--- src/rtl/fp2_mult_scheduler.sv ---
`default_nettype none
// ============================================================================
// Module      : fp2_mult_scheduler
// Description : Shares one Fp^2 Montgomery multiplier pair (sub/add halves)
//               among N_REQ requesters. Define FP2_SCHED_ROUND_ROBIN_EN for
//               round-robin arbitration; fixed priority otherwise.
// Revision    : 1.0 - initial release
// ============================================================================
module fp2_mult_scheduler #(
    parameter int N_REQ          = 4,
    parameter int REQ_LOG        = $clog2(N_REQ),
    parameter int TIMEOUT_CYCLES = 4096,
    parameter int TIMEOUT_LOG    = $clog2(TIMEOUT_CYCLES + 1)
) (
    input  logic               clk,
    input  logic               rst,
    input  logic [N_REQ-1:0]   req,
    input  logic [N_REQ-1:0]   mem_release,
    output logic [N_REQ-1:0]   grant,
    output logic [REQ_LOG-1:0] grant_idx,
    output logic [N_REQ-1:0]   req_done,
    output logic               mult_start,
    input  logic               mult_sub_done,
    input  logic               mult_add_done,
    output logic               busy,
    output logic               err
);

    typedef enum logic [1:0] {
        S_IDLE  = 2'd0,
        S_START = 2'd1,
        S_RUN   = 2'd2,
        S_HOLD  = 2'd3
    } state_t;

    localparam logic [TIMEOUT_LOG-1:0] WD_LAST = TIMEOUT_LOG'(TIMEOUT_CYCLES - 1);
    localparam logic [REQ_LOG:0]       N_REQ_W = (REQ_LOG + 1)'(N_REQ);

    state_t                 state;
    logic                   sub_seen;
    logic                   add_seen;
    logic [TIMEOUT_LOG-1:0] wdog;

    logic                   sub_now;
    logic                   add_now;
    logic                   owner_release;

    logic [N_REQ-1:0]       req_rot;
    logic [REQ_LOG-1:0]     pick_base;
    logic [REQ_LOG-1:0]     pick_off;
    logic [REQ_LOG:0]       pick_sum;
    logic [REQ_LOG-1:0]     pick_idx;
    logic                   pick_valid;

`ifdef FP2_SCHED_ROUND_ROBIN_EN
    localparam logic [REQ_LOG-1:0] LAST_IDX = REQ_LOG'(N_REQ - 1);
    logic [REQ_LOG-1:0] rr_ptr;

    // Rotate so that bit 0 is the requester the pointer names.
    assign req_rot   = N_REQ'({req, req} >> rr_ptr);
    assign pick_base = rr_ptr;
`else
    assign req_rot   = req;
    assign pick_base = '0;
`endif

    always_comb begin
        pick_valid = 1'b0;
        pick_off   = '0;
        for (int k = N_REQ - 1; k >= 0; k--) begin
            if (req_rot[k]) begin
                pick_valid = 1'b1;
                pick_off   = REQ_LOG'(k);
            end
        end
        pick_sum = {1'b0, pick_base} + {1'b0, pick_off};
        if (pick_sum >= N_REQ_W) begin
            pick_sum = pick_sum - N_REQ_W;
        end
        pick_idx = pick_sum[REQ_LOG-1:0];
    end

    assign sub_now       = sub_seen | mult_sub_done;
    assign add_now       = add_seen | mult_add_done;
    assign owner_release = |(mem_release & grant);

    always_ff @(posedge clk or posedge rst) begin
        if (rst) begin
            state      <= S_IDLE;
            grant      <= '0;
            grant_idx  <= '0;
            req_done   <= '0;
            mult_start <= 1'b0;
            busy       <= 1'b0;
            err        <= 1'b0;
            sub_seen   <= 1'b0;
            add_seen   <= 1'b0;
            wdog       <= '0;
`ifdef FP2_SCHED_ROUND_ROBIN_EN
            rr_ptr     <= '0;
`endif
        end else begin
            req_done   <= '0;
            mult_start <= 1'b0;

            // Any done pulse that is not part of an active RUN is a protocol error.
            if ((state != S_RUN) && (mult_sub_done || mult_add_done)) begin
                err <= 1'b1;
            end

            case (state)
                S_IDLE: begin
                    if (pick_valid) begin
                        grant      <= N_REQ'(1) << pick_idx;
                        grant_idx  <= pick_idx;
                        mult_start <= 1'b1;
                        busy       <= 1'b1;
                        state      <= S_START;
                    end
                end

                S_START: begin
                    sub_seen <= 1'b0;
                    add_seen <= 1'b0;
                    wdog     <= '0;
                    state    <= S_RUN;
                end

                S_RUN: begin
                    if ((mult_sub_done && sub_seen) || (mult_add_done && add_seen)) begin
                        err <= 1'b1;
                    end
                    sub_seen <= sub_now;
                    add_seen <= add_now;
                    wdog     <= wdog + TIMEOUT_LOG'(1);
                    // A pair completing on the last watchdog cycle still counts as success.
                    if (sub_now && add_now) begin
                        req_done <= grant;
                        state    <= S_HOLD;
                    end else if (wdog == WD_LAST) begin
                        err      <= 1'b1;
                        req_done <= grant;
                        state    <= S_HOLD;
                    end
                end

                S_HOLD: begin
                    if (owner_release) begin
                        grant     <= '0;
                        grant_idx <= '0;
                        busy      <= 1'b0;
                        state     <= S_IDLE;
`ifdef FP2_SCHED_ROUND_ROBIN_EN
                        rr_ptr    <= (grant_idx == LAST_IDX) ? '0 : grant_idx + REQ_LOG'(1);
`endif
                    end
                end

                default: begin
                    state <= S_IDLE;
                end
            endcase
        end
    end

endmodule
`default_nettype wire

--- config.mk ---
export PLATFORM = sky130hd
export DESIGN_NAME = fp2_mult_scheduler
export DESIGN_NICKNAME = d
export VERILOG_FILES = /design/src/rtl/fp2_mult_scheduler.sv
export SDC_FILE = /design/constraint.sdc
export NUM_CORES = 1
export LEC_CHECK = 0
export ABC_AREA = 1
export CAP_MARGIN = 30
export CORE_ASPECT_RATIO = 2
export CORE_MARGIN = 2
export CORE_UTILIZATION = 52
export DETAILED_ROUTE_END_ITERATION = 7
export HOLD_SLACK_MARGIN = 0.02
export PLACE_DENSITY = 0.85
export SLEW_MARGIN = 20
export SYNTH_ARGS = -nofsm -noshare
export SYNTH_HDL_FRONTEND = slang
export SYNTH_SLANG_ARGS = --single-unit
--- constraint.sdc ---
create_clock -name clk -period 1.8 [get_ports clk]
set_input_delay 0.36 -clock clk [delete_from_list [all_inputs] [get_ports clk]]
set_output_delay 0.36 -clock clk [all_outputs]
set_load 0.01 [all_outputs]
# Yosys cells after proc, flatten, opt, wreduce, memory -nomap -nowiden

Index checks and enable logic that the tools add are counted.
Widths: inputs -> output; s select.

Register bits after elaboration: 30
Latch bits: 0
Memory bits (writable): 0
Memory bits (read-only): 0
Logic and storage cells: 72
Input bits: 12
Memories kept: 0

$mul: 0
Divide/modulo/power cells: 0
Mux-type cells: 35
Bitwise gates (word level): 3
Equal/unequal tests: 8
Shift-type cells: 1
Add/sub/neg operators: 2
$lt $le $gt $ge: 1
Reductions and logical operators: 12

Operators with widths:

| kind                  | number |
|---|---|
| $pmux 13 s2           | 1 |
| $mux 2                | 10 |
| $mux 4                | 5 |
| $add 13x1->13 const B | 1 |
| $eq 13x12->1 const B  | 1 |
| $mux 1                | 13 |
| $pmux 2 s4            | 1 |
| $pmux 4 s2            | 1 |
| $ne 2x2->1 const B    | 3 |
| $pmux 1 s2            | 3 |
| $reduce_and 3->1      | 2 |
| $and 4x4->4           | 1 |
| $eq 2x2->1 const B    | 2 |
| $logic_and 1x1->1     | 4 |
| $pmux 2 s2            | 1 |
| $reduce_bool 2->1     | 2 |
| $reduce_or 4->1       | 1 |
| $shl 1x2->4 const A   | 1 |
| $ge 2x3->1 const B    | 1 |
| $ne 3x3->1 const B    | 1 |
| $eq 2x1->1 const B    | 1 |
| $logic_not 2->1       | 1 |
| $logic_or 1x1->1      | 2 |
| $or 1x1->1            | 2 |
| $sub 2x1->2 const B   | 1 |

# Longest topological paths before layout

Word-level depth: 9
Mapped depth: 9
Depth with buffers taken out: 9

# Worst setup path after synthesis

Ideal clock, no wire load.

Kind: reg-to-reg
Start point: register state[1]
End point: register wdog[11]
Buffers on the path: 0
Arrival: 1247 ps
Slack: 441 ps
Required time: 1687 ps
Cell stages (with the launch flop): 10
Cells stage by stage: dfrtp_1 > inv_1 > ha_1 > inv_1 > nor2_2 > inv_1 > nand2_1 > nand2_1 > nand2_1 > inv_1

Longest elaborated chain between the ends: 2
Elaborated cells between the ends (all ways): 4
Those cells by class: eq/ne: 2; mux: 1; reduce/logical: 1

RTL lines:

| what                                             | RTL line | source |
|---|---|---|
| start, declared                                  | 39       | `state_t state;` |
| start signal, assigned                           | 89       | `state <= S_IDLE;` |
| start signal, assigned                           | 118      | `state <= S_START;` |
| start signal, assigned                           | 126      | `state <= S_RUN;` |
| $eq 2x2->1 or $eq 2x1->1 (tied branches)         | 111      | `case (state)` |
| $pmux 13 s2 or $reduce_bool 2->1 (tied branches) | -        |  |
| end signal, assigned                             | 135      | `wdog <= wdog + TIMEOUT_LOG'(1);` |
| end, declared                                    | 42       | `logic [TIMEOUT_LOG-1:0] wdog;` |

Parallel ways exist; a longest one is shown, timed or not.
A chain may end at the register's enable or synchronous reset.

# Worst setup path in the final report

Start point: register state[0]
End point: register wdog[12]

The elaborated chain is that of the path after synthesis.

==> impl_metrics.xml <==
<?xml version="1.0" encoding="UTF-8"?>
<metrics>
  <group name="placement">
    <metric name="post-dp-hpwl" unit="um">2590</metric>
    <metric name="io_buffer_count" unit="">24</metric>
    <metric name="post-place-ws" unit="ps">67.6</metric>
    <metric name="gp_congestion" unit="">0.822</metric>
    <metric name="dp_cells" unit="">256</metric>
    <metric name="placed_area" unit="um^2">1830</metric>
  </group>
  <group name="clock_network">
    <metric name="htree_num_levels" unit="">2</metric>
    <metric name="ctsLongestPathBuffers" unit="">2</metric>
    <metric name="tritoncts.num_buffers" unit="">5</metric>
    <metric name="tritoncts_num_sinks" unit="">30</metric>
    <metric name="insertion_delay" unit="ps">280</metric>
    <metric name="cts_hold_repair.buffers" unit="">0</metric>
    <metric name="cts_tree" unit="">done</metric>
    <metric name="clock-root-buffer" unit="">sky130_fd_sc_hd__clkbuf_8</metric>
    <metric name="clkTransAtPathRegs" unit="ps">60</metric>
  </group>
  <group name="finish">
    <metric name="final_design_area_no_fill" unit="um^2">1950</metric>
    <metric name="diodes" unit="">0</metric>
    <metric name="fin_nets" unit="">252</metric>
    <metric name="drive_gt1_frac" unit="">0.118</metric>
    <metric name="post-route-util" unit="">0.706</metric>
    <metric name="stdcell_count" unit="">266</metric>
    <metric name="syn2layout_area_growth" unit="%">27.3</metric>
  </group>
  <group name="critical_path">
    <metric name="slowest_delay" unit="ps">390</metric>
    <metric name="cp-startpoint" unit="">state[0]</metric>
    <metric name="rr_worst_depth" unit="">8</metric>
    <metric name="arrival" unit="ps">1790</metric>
    <metric name="worst_path_max_delay_cell" unit="">sky130_fd_sc_hd__dfrtp_1</metric>
    <metric name="rr_endpoint" unit="">wdog[12]</metric>
    <metric name="critPathCapture" unit="">wdog[12]</metric>
    <metric name="r2r_slack" unit="ps">170</metric>
    <metric name="r2r_start" unit="">state[0]</metric>
    <metric name="cp-start-kind" unit="">flop</metric>
    <metric name="crit_path_end_kind" unit="">flop</metric>
    <metric name="timing.setup.critical_path_class" unit="">flop to flop</metric>
    <metric name="crit_cells" unit="">8</metric>
    <metric name="critPathTopFamily" unit="">buffers and inverters</metric>
    <metric name="number_of_buffer_and_inverter_instances_along_the_worst_setup_path" unit="">3</metric>
    <metric name="critPathRequiredTime" unit="ps">1960</metric>
    <metric name="critical_path.cell_chain" unit="">inv_1 -&gt; ha_4 -&gt; clkinvlp_4 -&gt; buf_4 -&gt; nor3_1 -&gt; nand2_1 -&gt; nand3_1 -&gt; o21ai_0</metric>
    <metric name="cp_max_fo" unit="">7</metric>
  </group>
  <group name="timing">
    <metric name="report.final.setup_viol" unit="">0</metric>
    <metric name="max-slew-margin-rel" unit="">0.746</metric>
    <metric name="final.setup.tns" unit="ps">0</metric>
    <metric name="max_freq" unit="MHz">615</metric>
    <metric name="fin_ws" unit="ps">174</metric>
    <metric name="rsz0062_at_grt" unit="">false</metric>
    <metric name="finClkSkew" unit="ps">6.04</metric>
    <metric name="fin_crit_sh" unit="">0.904</metric>
    <metric name="worst-slew-pin-transition" unit="ps">378</metric>
    <metric name="hold_ws" unit="ps">464</metric>
    <metric name="finalMaxSlewViolations" unit="">0</metric>
    <metric name="final_period_minus_worst_setup_slack" unit="ps">1630</metric>
    <metric name="hold_viol_final" unit="">0</metric>
  </group>
  <group name="grt">
    <metric name="grt_first_pass_wirelength" unit="um">5900</metric>
    <metric name="globalRoute.totalOverflow" unit="">0</metric>
    <metric name="antenna_found_initial" unit="">0</metric>
    <metric name="maximum_number_of_pins_on_one_net_before_global_route_repair" unit="">31</metric>
    <metric name="globalRouteTotalUtil" unit="">0.228</metric>
    <metric name="via_count_of_the_first_global_routing_pass" unit="">1369</metric>
  </group>
  <group name="route">
    <metric name="detail_route.iter0.violations" unit="">58</metric>
    <metric name="drtPass1Iterations" unit="">4</metric>
    <metric name="ant_nets" unit="">0</metric>
    <metric name="post-route-drc-count" unit="">0</metric>
    <metric name="route.detailed.wl_per_inst" unit="um">13.5</metric>
    <metric name="num_vias" unit="">1399</metric>
    <metric name="vias_per_cell" unit="">5.26</metric>
    <metric name="wl" unit="um">3580</metric>
  </group>
  <group name="logic_synthesis">
    <metric name="yosys_warnings" unit="">0</metric>
    <metric name="synth_top_cells_by_area" unit="">sky130_fd_sc_hd__dfrtp_1 (49%), sky130_fd_sc_hd__nand2_1 (15%), sky130_fd_sc_hd__inv_1 (6.1%)</metric>
    <metric name="postSynthCellCount" unit="">201</metric>
    <metric name="synth_top_area_frac" unit="">0.489</metric>
    <metric name="synth.ff_latch_count" unit="">30</metric>
    <metric name="syn-mean-instance-area" unit="um^2">7.64</metric>
    <metric name="ys_types" unit="">21</metric>
    <metric name="syn-cell-area" unit="um^2">1540</metric>
    <metric name="post-synth-top-area-cell" unit="">sky130_fd_sc_hd__dfrtp_1</metric>
    <metric name="sequential_cell_area_fraction_in_the_yosys_report" unit="">0.489</metric>
    <metric name="syn_nets" unit="">217</metric>
  </group>
  <group name="outcome">
    <metric name="outcome" unit="">finished, final reports clean</metric>
  </group>
  <group name="die">
    <metric name="floorplan.core_area" unit="um^2">2770</metric>
    <metric name="dieHeight" unit="um">80.8</metric>
    <metric name="io-pin-count" unit="">25</metric>
    <metric name="design.die.area" unit="um^2">3430</metric>
    <metric name="chipWidth" unit="um">42.4</metric>
    <metric name="core.rowCount" unit="">27</metric>
    <metric name="initial_util" unit="">0.554</metric>
  </group>
  <group name="power">
    <metric name="ir_drop" unit="mV">1.25</metric>
    <metric name="power.leakage" unit="nW">0.955</metric>
    <metric name="power.density" unit="nW/um^2">1440</metric>
    <metric name="design_power_total" unit="mW">2.82</metric>
  </group>
  <group name="hold_path">
    <metric name="worst_hold_path_type" unit="">input port to async pin</metric>
  </group>
  <group name="flow_run">
    <metric name="max_cap_viol_count" unit="">0</metric>
  </group>
</metrics>
==> flip-flops by register name, indices dropped and copies added, names as in the netlist, 2 cells and up <==
name,count
grant,4
grant_idx,2
req_done,4
state,2
wdog,13
==> layout by cell type (no fill, tap or decap) <==
cell	netlist	final
sky130_fd_sc_hd__nand4_1	2	2
sky130_fd_sc_hd__clkbuf_8	0	6
sky130_fd_sc_hd__nand3_1	17	17
sky130_fd_sc_hd__o21bai_1	2	2
sky130_fd_sc_hd__clkbuf_1	0	1
sky130_fd_sc_hd__nor3_1	5	5
sky130_fd_sc_hd__nand2_1	61	61
sky130_fd_sc_hd__dfrtp_1	30	30
sky130_fd_sc_hd__inv_1	25	24
sky130_fd_sc_hd__o21ai_0	5	5
sky130_fd_sc_hd__nor2_1	24	23
sky130_fd_sc_hd__nor2_2	3	4
sky130_fd_sc_hd__o21a_1	1	1
sky130_fd_sc_hd__buf_4	1	6
sky130_fd_sc_hd__nor3b_1	1	1
sky130_fd_sc_hd__clkdlybuf4s50_1	0	24
sky130_fd_sc_hd__ha_4	0	1
sky130_fd_sc_hd__nor2_4	1	1
sky130_fd_sc_hd__nand2_2	4	4
sky130_fd_sc_hd__clkinv_2	0	1
sky130_fd_sc_hd__nor3_2	1	1
sky130_fd_sc_hd__a21oi_1	10	10
sky130_fd_sc_hd__inv_2	2	2
sky130_fd_sc_hd__clkinvlp_4	0	1
sky130_fd_sc_hd__ha_1	4	3
sky130_fd_sc_hd__o21ai_2	1	1
==> worst min-delay path, delay by kind of cell <==
family,cells,cell delay [ps]
buffers and inverters,3,800
==> what timing repair did <==
item / CTS / global route
setup buffers: 0 / 2
setup endpoints to repair: 1 / 2
gates cloned: 0 / 0
resized for setup: 1 / 3
==> power breakdown <==
group / internal (mW) / leakage (nW) / switching [mW]
logic: 0.568 / 0.508 / 0.752
registers: 0.824 / 0.399 / 0.127
clock network: 0.308 / 0.0482 / 0.242
total: 1.70 / 0.955 / 1.12
==> worst min path at each step <==
stage | startpoint | end | slack [ps] | cells past startpoint
3_3_place_gp | grant_idx[1] | grant_idx[1] | 450 | 2
3_5_place_dp | grant_idx[0] | grant_idx[0] | 460 | 2
2_1_floorplan | rst | add_seen | 450 | 1
4_1_cts | rst | wdog[11] | 470 | 3
6_report | rst | grant_idx[0] | 460 | 3
5_1_grt | grant_idx[0] | grant_idx[0] | 500 | 2
==> cells by family (layout without fill, tap and decap cells) <==
family	Yosys count	after routing	share of synthesized area
AOI/OAI and AO/OA	19	19	0.0693
DFF	30	30	0.489
adders and majority gates	4	4	0.0326
buffers and inverters	29	65	0.0742
and+or+nand+nor	119	119	0.335
==> layer usage <==
metal | track usage | vias to the layer above | part of all wire
met2 | 0.420 | 31 | 0.56
met3 | 0.0333 | 12 | 0.022
met4 | 0.128 | 0 | 0.037
met1 | 0.241 | 658 | 0.38
li1 | - | 698 | -
met5 | 0 | - | 0
==> synthesized netlist by cell type <==
cell type / instances
sky130_fd_sc_hd__a21oi_1: 10
sky130_fd_sc_hd__buf_2: 1
sky130_fd_sc_hd__buf_4: 1
sky130_fd_sc_hd__dfrtp_1: 30
sky130_fd_sc_hd__ha_1: 4
sky130_fd_sc_hd__inv_1: 25
sky130_fd_sc_hd__inv_2: 2
sky130_fd_sc_hd__nand2_1: 61
sky130_fd_sc_hd__nand2_2: 4
sky130_fd_sc_hd__nand3_1: 17
sky130_fd_sc_hd__nand4_1: 2
sky130_fd_sc_hd__nor2_1: 24
sky130_fd_sc_hd__nor2_2: 3
sky130_fd_sc_hd__nor2_4: 1
sky130_fd_sc_hd__nor3_1: 5
sky130_fd_sc_hd__nor3_2: 1
sky130_fd_sc_hd__nor3b_1: 1
sky130_fd_sc_hd__o21a_1: 1
sky130_fd_sc_hd__o21ai_0: 5
sky130_fd_sc_hd__o21ai_2: 1
sky130_fd_sc_hd__o21bai_1: 2
==> cell type report <==
class | count | area [um^2]
Inverter | 27 | 105
Clock inverter | 1 | 5.00
Fill cell | 227 | 816
Sequential cell | 30 | 751
Multi-Input combinational cell | 142 | 686
Timing Repair Buffer | 30 | 285
Clock buffer | 7 | 86.3
Tap cell | 29 | 36.3
Power figures use the tool's default switching activity.
